[src/rtl/eth_tx_arb_if.sv]
`default_nettype none
// ---------------------------------------------------------------------------
// Module   : eth_tx_arb_if
// Purpose  : Requester / transmit-controller bundle around the TX arbiter.
// Revision : 1.0 - initial release
// ---------------------------------------------------------------------------
interface eth_tx_arb_if;
  logic        req_0;
  logic        req_1;
  logic        tx_busy;
  logic        gnt_0;
  logic        gnt_1;
  logic        sel;
  logic        eth_pkt_rdy;
  logic        start_err;
  logic [15:0] frm_cnt_0;
  logic [15:0] frm_cnt_1;
  logic [1:0]  arb_state;

  modport master (
    input  req_0, req_1, tx_busy,
    output gnt_0, gnt_1, sel, eth_pkt_rdy, start_err,
    output frm_cnt_0, frm_cnt_1, arb_state
  );

  modport slave (
    output req_0, req_1, tx_busy,
    input  gnt_0, gnt_1, sel, eth_pkt_rdy, start_err,
    input  frm_cnt_0, frm_cnt_1, arb_state
  );
endinterface
`default_nettype wire

[src/rtl/eth_tx_arb.sv]
`default_nettype none
// ---------------------------------------------------------------------------
// Module   : eth_tx_arb
// Purpose  : Two-requester round-robin arbiter for one Ethernet TX controller.
// Revision : 1.0 - initial release
// ---------------------------------------------------------------------------
module eth_tx_arb #(
  parameter int pIFG_CYCLES = 48,
  parameter int pSTART_TO   = 16
) (
  input  logic         clk,
  input  logic         rst,
  eth_tx_arb_if.master bus
);

  localparam int CNT_MAX = (pIFG_CYCLES > pSTART_TO) ? pIFG_CYCLES : pSTART_TO;
  localparam int CNT_W   = $clog2(CNT_MAX + 1);

  localparam logic [CNT_W-1:0] IFG_LOAD   = CNT_W'(pIFG_CYCLES - 1);
  localparam logic [CNT_W-1:0] START_LAST = CNT_W'(pSTART_TO - 1);

  localparam logic [1:0] ST_IDLE   = 2'd0;
  localparam logic [1:0] ST_GRANT  = 2'd1;
  localparam logic [1:0] ST_ACTIVE = 2'd2;
  localparam logic [1:0] ST_IFG    = 2'd3;

  logic [1:0]       state_q, state_d;
  logic [CNT_W-1:0] cnt_q, cnt_d;
  logic             last_sel_q, last_sel_d;
  logic             sel_q, sel_d;
  logic             gnt_0_q, gnt_0_d;
  logic             gnt_1_q, gnt_1_d;
  logic             pkt_rdy_q, pkt_rdy_d;
  logic             start_err_q, start_err_d;
  logic [15:0]      frm_cnt_0_q, frm_cnt_0_d;
  logic [15:0]      frm_cnt_1_q, frm_cnt_1_d;
  logic             win;

  // On a tie the requester that did not own the last grant wins.
  assign win = (bus.req_0 && bus.req_1) ? ~last_sel_q : bus.req_1;

  always_comb begin
    state_d     = state_q;
    cnt_d       = cnt_q;
    last_sel_d  = last_sel_q;
    sel_d       = sel_q;
    gnt_0_d     = gnt_0_q;
    gnt_1_d     = gnt_1_q;
    pkt_rdy_d   = 1'b0;
    start_err_d = 1'b0;
    frm_cnt_0_d = frm_cnt_0_q;
    frm_cnt_1_d = frm_cnt_1_q;

    case (state_q)
      ST_IDLE: begin
        if (!bus.tx_busy && (bus.req_0 || bus.req_1)) begin
          state_d    = ST_GRANT;
          cnt_d      = '0;
          last_sel_d = win;
          sel_d      = win;
          gnt_0_d    = ~win;
          gnt_1_d    = win;
          pkt_rdy_d  = 1'b1;
        end
      end
      ST_GRANT: begin
        if (bus.tx_busy) begin
          state_d = ST_ACTIVE;
        end else if (cnt_q == START_LAST) begin
          state_d     = ST_IFG;
          start_err_d = 1'b1;
          gnt_0_d     = 1'b0;
          gnt_1_d     = 1'b0;
          cnt_d       = IFG_LOAD;
        end else begin
          cnt_d = cnt_q + CNT_W'(1);
        end
      end
      ST_ACTIVE: begin
        if (!bus.tx_busy) begin
          state_d = ST_IFG;
          gnt_0_d = 1'b0;
          gnt_1_d = 1'b0;
          cnt_d   = IFG_LOAD;
          if (sel_q) begin
            frm_cnt_1_d = frm_cnt_1_q + 16'd1;
          end else begin
            frm_cnt_0_d = frm_cnt_0_q + 16'd1;
          end
        end
      end
      ST_IFG: begin
        // Requests are deliberately not sampled until the gap has elapsed.
        if (cnt_q == '0) begin
          state_d = ST_IDLE;
        end else begin
          cnt_d = cnt_q - CNT_W'(1);
        end
      end
      default: begin
        state_d = ST_IDLE;
      end
    endcase
  end

  always_ff @(posedge clk or posedge rst) begin
    if (rst) begin
      state_q     <= ST_IDLE;
      cnt_q       <= '0;
      last_sel_q  <= 1'b1;
      sel_q       <= 1'b0;
      gnt_0_q     <= 1'b0;
      gnt_1_q     <= 1'b0;
      pkt_rdy_q   <= 1'b0;
      start_err_q <= 1'b0;
      frm_cnt_0_q <= 16'd0;
      frm_cnt_1_q <= 16'd0;
    end else begin
      state_q     <= state_d;
      cnt_q       <= cnt_d;
      last_sel_q  <= last_sel_d;
      sel_q       <= sel_d;
      gnt_0_q     <= gnt_0_d;
      gnt_1_q     <= gnt_1_d;
      pkt_rdy_q   <= pkt_rdy_d;
      start_err_q <= start_err_d;
      frm_cnt_0_q <= frm_cnt_0_d;
      frm_cnt_1_q <= frm_cnt_1_d;
    end
  end

  assign bus.gnt_0       = gnt_0_q;
  assign bus.gnt_1       = gnt_1_q;
  assign bus.sel         = sel_q;
  assign bus.eth_pkt_rdy = pkt_rdy_q;
  assign bus.start_err   = start_err_q;
  assign bus.frm_cnt_0   = frm_cnt_0_q;
  assign bus.frm_cnt_1   = frm_cnt_1_q;
  assign bus.arb_state   = state_q;

endmodule
`default_nettype wire

[src/flat_wrapper.sv]
// flat-port wrapper written by rule: the top's interface ports become plain ports
module eth_tx_arb_flat 
#(
  parameter int pIFG_CYCLES = 48,
  parameter int pSTART_TO   = 16
)
  (clk, rst, bus_req_0, bus_req_1, bus_tx_busy, bus_gnt_0, bus_gnt_1, bus_sel, bus_eth_pkt_rdy, bus_start_err, bus_frm_cnt_0, bus_frm_cnt_1, bus_arb_state);
  eth_tx_arb_if bus_i ();
  input  logic clk;
  input  logic rst;
  input wire logic [$bits(bus_i.req_0)-1:0] bus_req_0;
  input wire logic [$bits(bus_i.req_1)-1:0] bus_req_1;
  input wire logic [$bits(bus_i.tx_busy)-1:0] bus_tx_busy;
  output wire logic [$bits(bus_i.gnt_0)-1:0] bus_gnt_0;
  output wire logic [$bits(bus_i.gnt_1)-1:0] bus_gnt_1;
  output wire logic [$bits(bus_i.sel)-1:0] bus_sel;
  output wire logic [$bits(bus_i.eth_pkt_rdy)-1:0] bus_eth_pkt_rdy;
  output wire logic [$bits(bus_i.start_err)-1:0] bus_start_err;
  output wire logic [$bits(bus_i.frm_cnt_0)-1:0] bus_frm_cnt_0;
  output wire logic [$bits(bus_i.frm_cnt_1)-1:0] bus_frm_cnt_1;
  output wire logic [$bits(bus_i.arb_state)-1:0] bus_arb_state;
  assign bus_i.req_0 = bus_req_0;
  assign bus_i.req_1 = bus_req_1;
  assign bus_i.tx_busy = bus_tx_busy;
  assign bus_gnt_0 = bus_i.gnt_0;
  assign bus_gnt_1 = bus_i.gnt_1;
  assign bus_sel = bus_i.sel;
  assign bus_eth_pkt_rdy = bus_i.eth_pkt_rdy;
  assign bus_start_err = bus_i.start_err;
  assign bus_frm_cnt_0 = bus_i.frm_cnt_0;
  assign bus_frm_cnt_1 = bus_i.frm_cnt_1;
  assign bus_arb_state = bus_i.arb_state;
  eth_tx_arb #(.pIFG_CYCLES(pIFG_CYCLES), .pSTART_TO(pSTART_TO)) u_core (.clk(clk), .rst(rst), .bus(bus_i));
endmodule
[config.mk]
export PLATFORM = sky130hd
export DESIGN_NAME = eth_tx_arb_flat
export DESIGN_NICKNAME = d
export VERILOG_FILES = /design/src/rtl/eth_tx_arb_if.sv /design/src/rtl/eth_tx_arb.sv /design/src/flat_wrapper.sv
export SDC_FILE = /design/constraint.sdc
export NUM_CORES = 1
export LEC_CHECK = 0
export BUFFER_PORTS_ARGS = -buffer_cell sky130_fd_sc_hd__buf_2
export CAP_MARGIN = 10
export CORE_ASPECT_RATIO = 2
export CORE_UTILIZATION = 30
export CTS_CLUSTER_SIZE = 10
export DETAILED_ROUTE_END_ITERATION = 8
export SLEW_MARGIN = 5
export SYNTH_ARGS = -nofsm -noshare
export SYNTH_HDL_FRONTEND = slang
export SYNTH_SLANG_ARGS = --single-unit
[constraint.sdc]
create_clock -name clk -period 2.3 [get_ports clk]
set_input_delay 0.46 -clock clk [delete_from_list [all_inputs] [get_ports clk]]
set_output_delay 0.46 -clock clk [all_outputs]
set_load 0.05 [all_outputs]
==> results by group <==
Outcome
  • Status: finished, final reports clean

Placed design
  • Area after DPL: 0.00274 mm^2
  • Dpl cells: 364
  • DP HPWL: 4130 um
  • Placer Congestion: around 0.82
  • Worst slack at placement: ~0.24 ns
  • Port buffer count: 43

Timing
  • Relative slew margins: 72.1%
  • Actual slew at the worst max-slew pin: just over 0.4 ns
  • Final period util: 91.5%
  • Hold WS: 0.133 ns
  • Min Tclk post-route: 2.10 ns
  • Setup TNS: 0 ns
  • Final Slew Violations: 0
  • Final hold vios: 0
  • F_max: 475 MHz
  • Clock Skew: between 0.005 and 0.006 ns
  • Final setup fails: 0
  • RSZ-0062 raised after global routing: false
  • Worst setup margin: 0.195 ns

Cells and area
  • Share of cells above drive strength 1: between 20% and 30%
  • Final std cells w/o fill: 372
  • Antenna diode count: 0
  • Final instance area: between 0.002 and 0.003 mm^2
  • Most frequent cells in the layout: 45 x dfrtp_1, 43 x buf_2, 22 x nand2_1
  • Total Nets Final: 291
  • Most common cell after layout, fill and taps aside: dfrtp_1
  • Area Growth Syn to Fin: 19.9%

Floorplanning
  • Initial Utilization: between 30% and 40%
  • # IOs: 44
  • Chip Width: 65.4 um
  • Core area: 0.00766 mm^2
  • Die ar.: 0.00841 mm^2
  • Die height: 129 um
  • Cell row count: 45

Detailed routing
  • Post-DR vias/cell: just over 5
  • DR WL/cell: 14.4 um
  • DRT Pass-1 Iters: 4
  • Vias: 1,878
  • Residual DRC: 0
  • Final WL: between 5000 and 6000 um
  • ANT nets after route: 0
  • Initial DRC count: 50

Pwr
  • Power Dens Cells: 1220 mW/mm^2
  • VDD IR max: around 0.00081 V
  • Leak Pwr: 0.00144 uW

Worst setup path
  • Worst Path Required: 2.46 ns
  • Crit-path cells: inv_1 > ha_1 > nor3b_1 > o21bai_1 > a41o_1 > a211oi_1 > a211o_1
  • CP Buf/Inv Count: 1
  • Delay-heaviest family, CP: compound AO/OA/AOI/OAI gates
  • Reg2reg path depth: 7
  • Nature of the critical path startpoint: register
  • Crit Path Class: reg2reg
  • Slowest stage delay, CP: ~0.44 ns
  • Worst EP arrival: roughly 2.3 ns
  • Slowest CP cell: dfrtp_1
  • Instance count on the critical path: 7
  • Setup crit end kind: register
  • Crit path max fanout: 10

Yosys
  • Mapped cell area: 0.00241 mm^2
  • Register bit total from synthesis: 46
  • Avg Cell Area, Syn: 10.3 um^2
  • Cell taking the most area after synthesis: dfrtp_1
  • Sequential area share after synthesis: 47.8%
  • Share of the synthesized area in the top cell type: 46.8%
  • Ys Warns: 0
  • Synth cell types: 47
  • Post-Syn Nets: 247
  • Synthesized instance count: approximately 230
  • Top post-synthesis cells by area: dfrtp_1 47%, xnor2_1 7.3%, xor2_1 4.7%

Global route
  • Largest net degree at the start of global routing: 18
  • GRT Overall Usage: 13.7%
  • Initial antenna violation count: 0
  • Vias in the first global route: 1,869
  • First-pass GRT wire length: 8930 um
  • Remaining Overflow, GRT: 0

Clock network
  • Max clock buf depth: 2
  • Post-CTS Resized: 0
  • Worst-Skew Late Latency: between 0.2 and 0.3 ns
  • CTS buffer count: 5
  • H-tree Lvls: 2
  • Post-CTS setup buffer count: 0
  • TritonCTS clock tree: yes
  • Clock sink total: 46
  • Hold_buf cts: 0
  • CTS Root Buffer Type: clkbuf_16
  • CTS clk-pin slew, worst paths: 0.06 ns

Job
  • Max_cap viols: 0

Hold path
  • Hold Crit Class: in2async
==> worst reg2reg max path, cell delays in order, from the launching register on <==
cell	delay (ns)
dfrtp_1	0.44
inv_1	0.11
ha_1	0.20
nor3b_1	0.27
o21bai_1	0.25
a41o_1	0.34
a211oi_1	0.08
a211o_1	0.29
==> through the flow <==
step,util [%],total power [uW]
5_1_grt,37.7,3750
3_3_place_gp,35.7,2790
6_report,37.7,3530
3_5_place_dp,35.7,2810
4_1_cts,37.7,3560
2_1_floorplan,-,2430
==> state kept, by name, indices dropped and copies added, names as in the netlist, 2 cells and up <==
signal,flops
u_core.bus.arb_state,2
u_core.bus.frm_cnt_1,16
u_core.cnt_q,6
u_core.bus.frm_cnt_0,16
==> logic make-up (layout without fill, tap and decap cells) <==
kind of cell	Yosys count	in the layout	synth area share [%]
simple gates	83	83	18.2
flops	46	46	47.8
compound gates	34	34	10.4
xor+xnor	33	33	12.0
buf+inv	21	66	3.64
fa+ha+maj	9	9	4.68
mux	7	7	3.22
==> metal layers <==
layer | wire, um | up-vias | share of wire [%] | track usage (%)
met5 | 0 | - | 0 | 0
met4 | 131 | 0 | 2.4 | 6.78
met3 | 174 | 8 | 3.2 | 1.60
met2 | 3010 | 46 | 56 | 24.9
met1 | 2060 | 932 | 38 | 15.3
li1 | - | 892 | - | -
==> cells in the mapped netlist (all sizes together) <==
library cell / number
nor3: 1
nor4b: 3
o21ai: 8
dfrtp: 45
o221a: 1
a41o: 2
o21a: 2
dfstp: 1
or2: 1
nand4: 9
xor2: 13
a21o: 1
clkbuf: 6
a31oi: 1
or3: 1
and3: 4
buf: 7
a21oi: 3
and4: 2
a21boi: 3
a22o: 1
and3b: 1
a211o: 1
xnor2: 20
nand3: 11
o31ai: 1
o2bb2ai: 1
mux2: 6
a2111oi: 1
nand2: 22
and2: 2
o211a: 1
a221oi: 2
nor3b: 2
a41oi: 1
ha: 9
inv: 8
a211oi: 3
nor2: 20
o21bai: 1
mux2i: 1
nand3b: 3
nor2b: 1
==> report_power, final <==
part	total (uW)	switching (uW)	leakage, uW	internal [uW]
clock network	726	296	0.0000729	430
registers	1230	250	0.000614	984
logic	1570	989	0.000756	578
total	3530	1540	0.00144	1990
==> area by class of cell <==
type | count | area (um^2)
Clock buffer | 6 | 139
Clock inverter | 2 | 12.5
Fill cell | 807 | 4770
Inverter | 8 | 30.0
Multi-Input combinational cell | 166 | 1170
Sequential cell | 46 | 1150
Tap cell | 94 | 118
Timing Repair Buffer | 50 | 268
==> final timing paths <==
| check | from | slack [ns] | endpoint |
|---|---|---|---|
| min in group clk | u_core.bus.frm_cnt_0[15]$_DFFE_PP0P_ | 0.46 | u_core.bus.frm_cnt_0[15]$_DFFE_PP0P_ |
| max reg2reg | u_core.bus.arb_state[0]$_DFFE_PP0P_ | 0.20 | u_core.cnt_q[4]$_DFFE_PP0P_ |
| max in group asynchronous | rst | 1.62 | u_core.bus.frm_cnt_1[0]$_DFFE_PP0P_ |
| min | rst | 0.13 | u_core.bus.start_err$_DFF_PP0_ |
| max | u_core.bus.arb_state[0]$_DFFE_PP0P_ | 0.20 | u_core.cnt_q[4]$_DFFE_PP0P_ |
| min reg2reg | u_core.bus.frm_cnt_0[15]$_DFFE_PP0P_ | 0.46 | u_core.bus.frm_cnt_0[15]$_DFFE_PP0P_ |
Note: power is estimated with default switching activity, not from simulation.
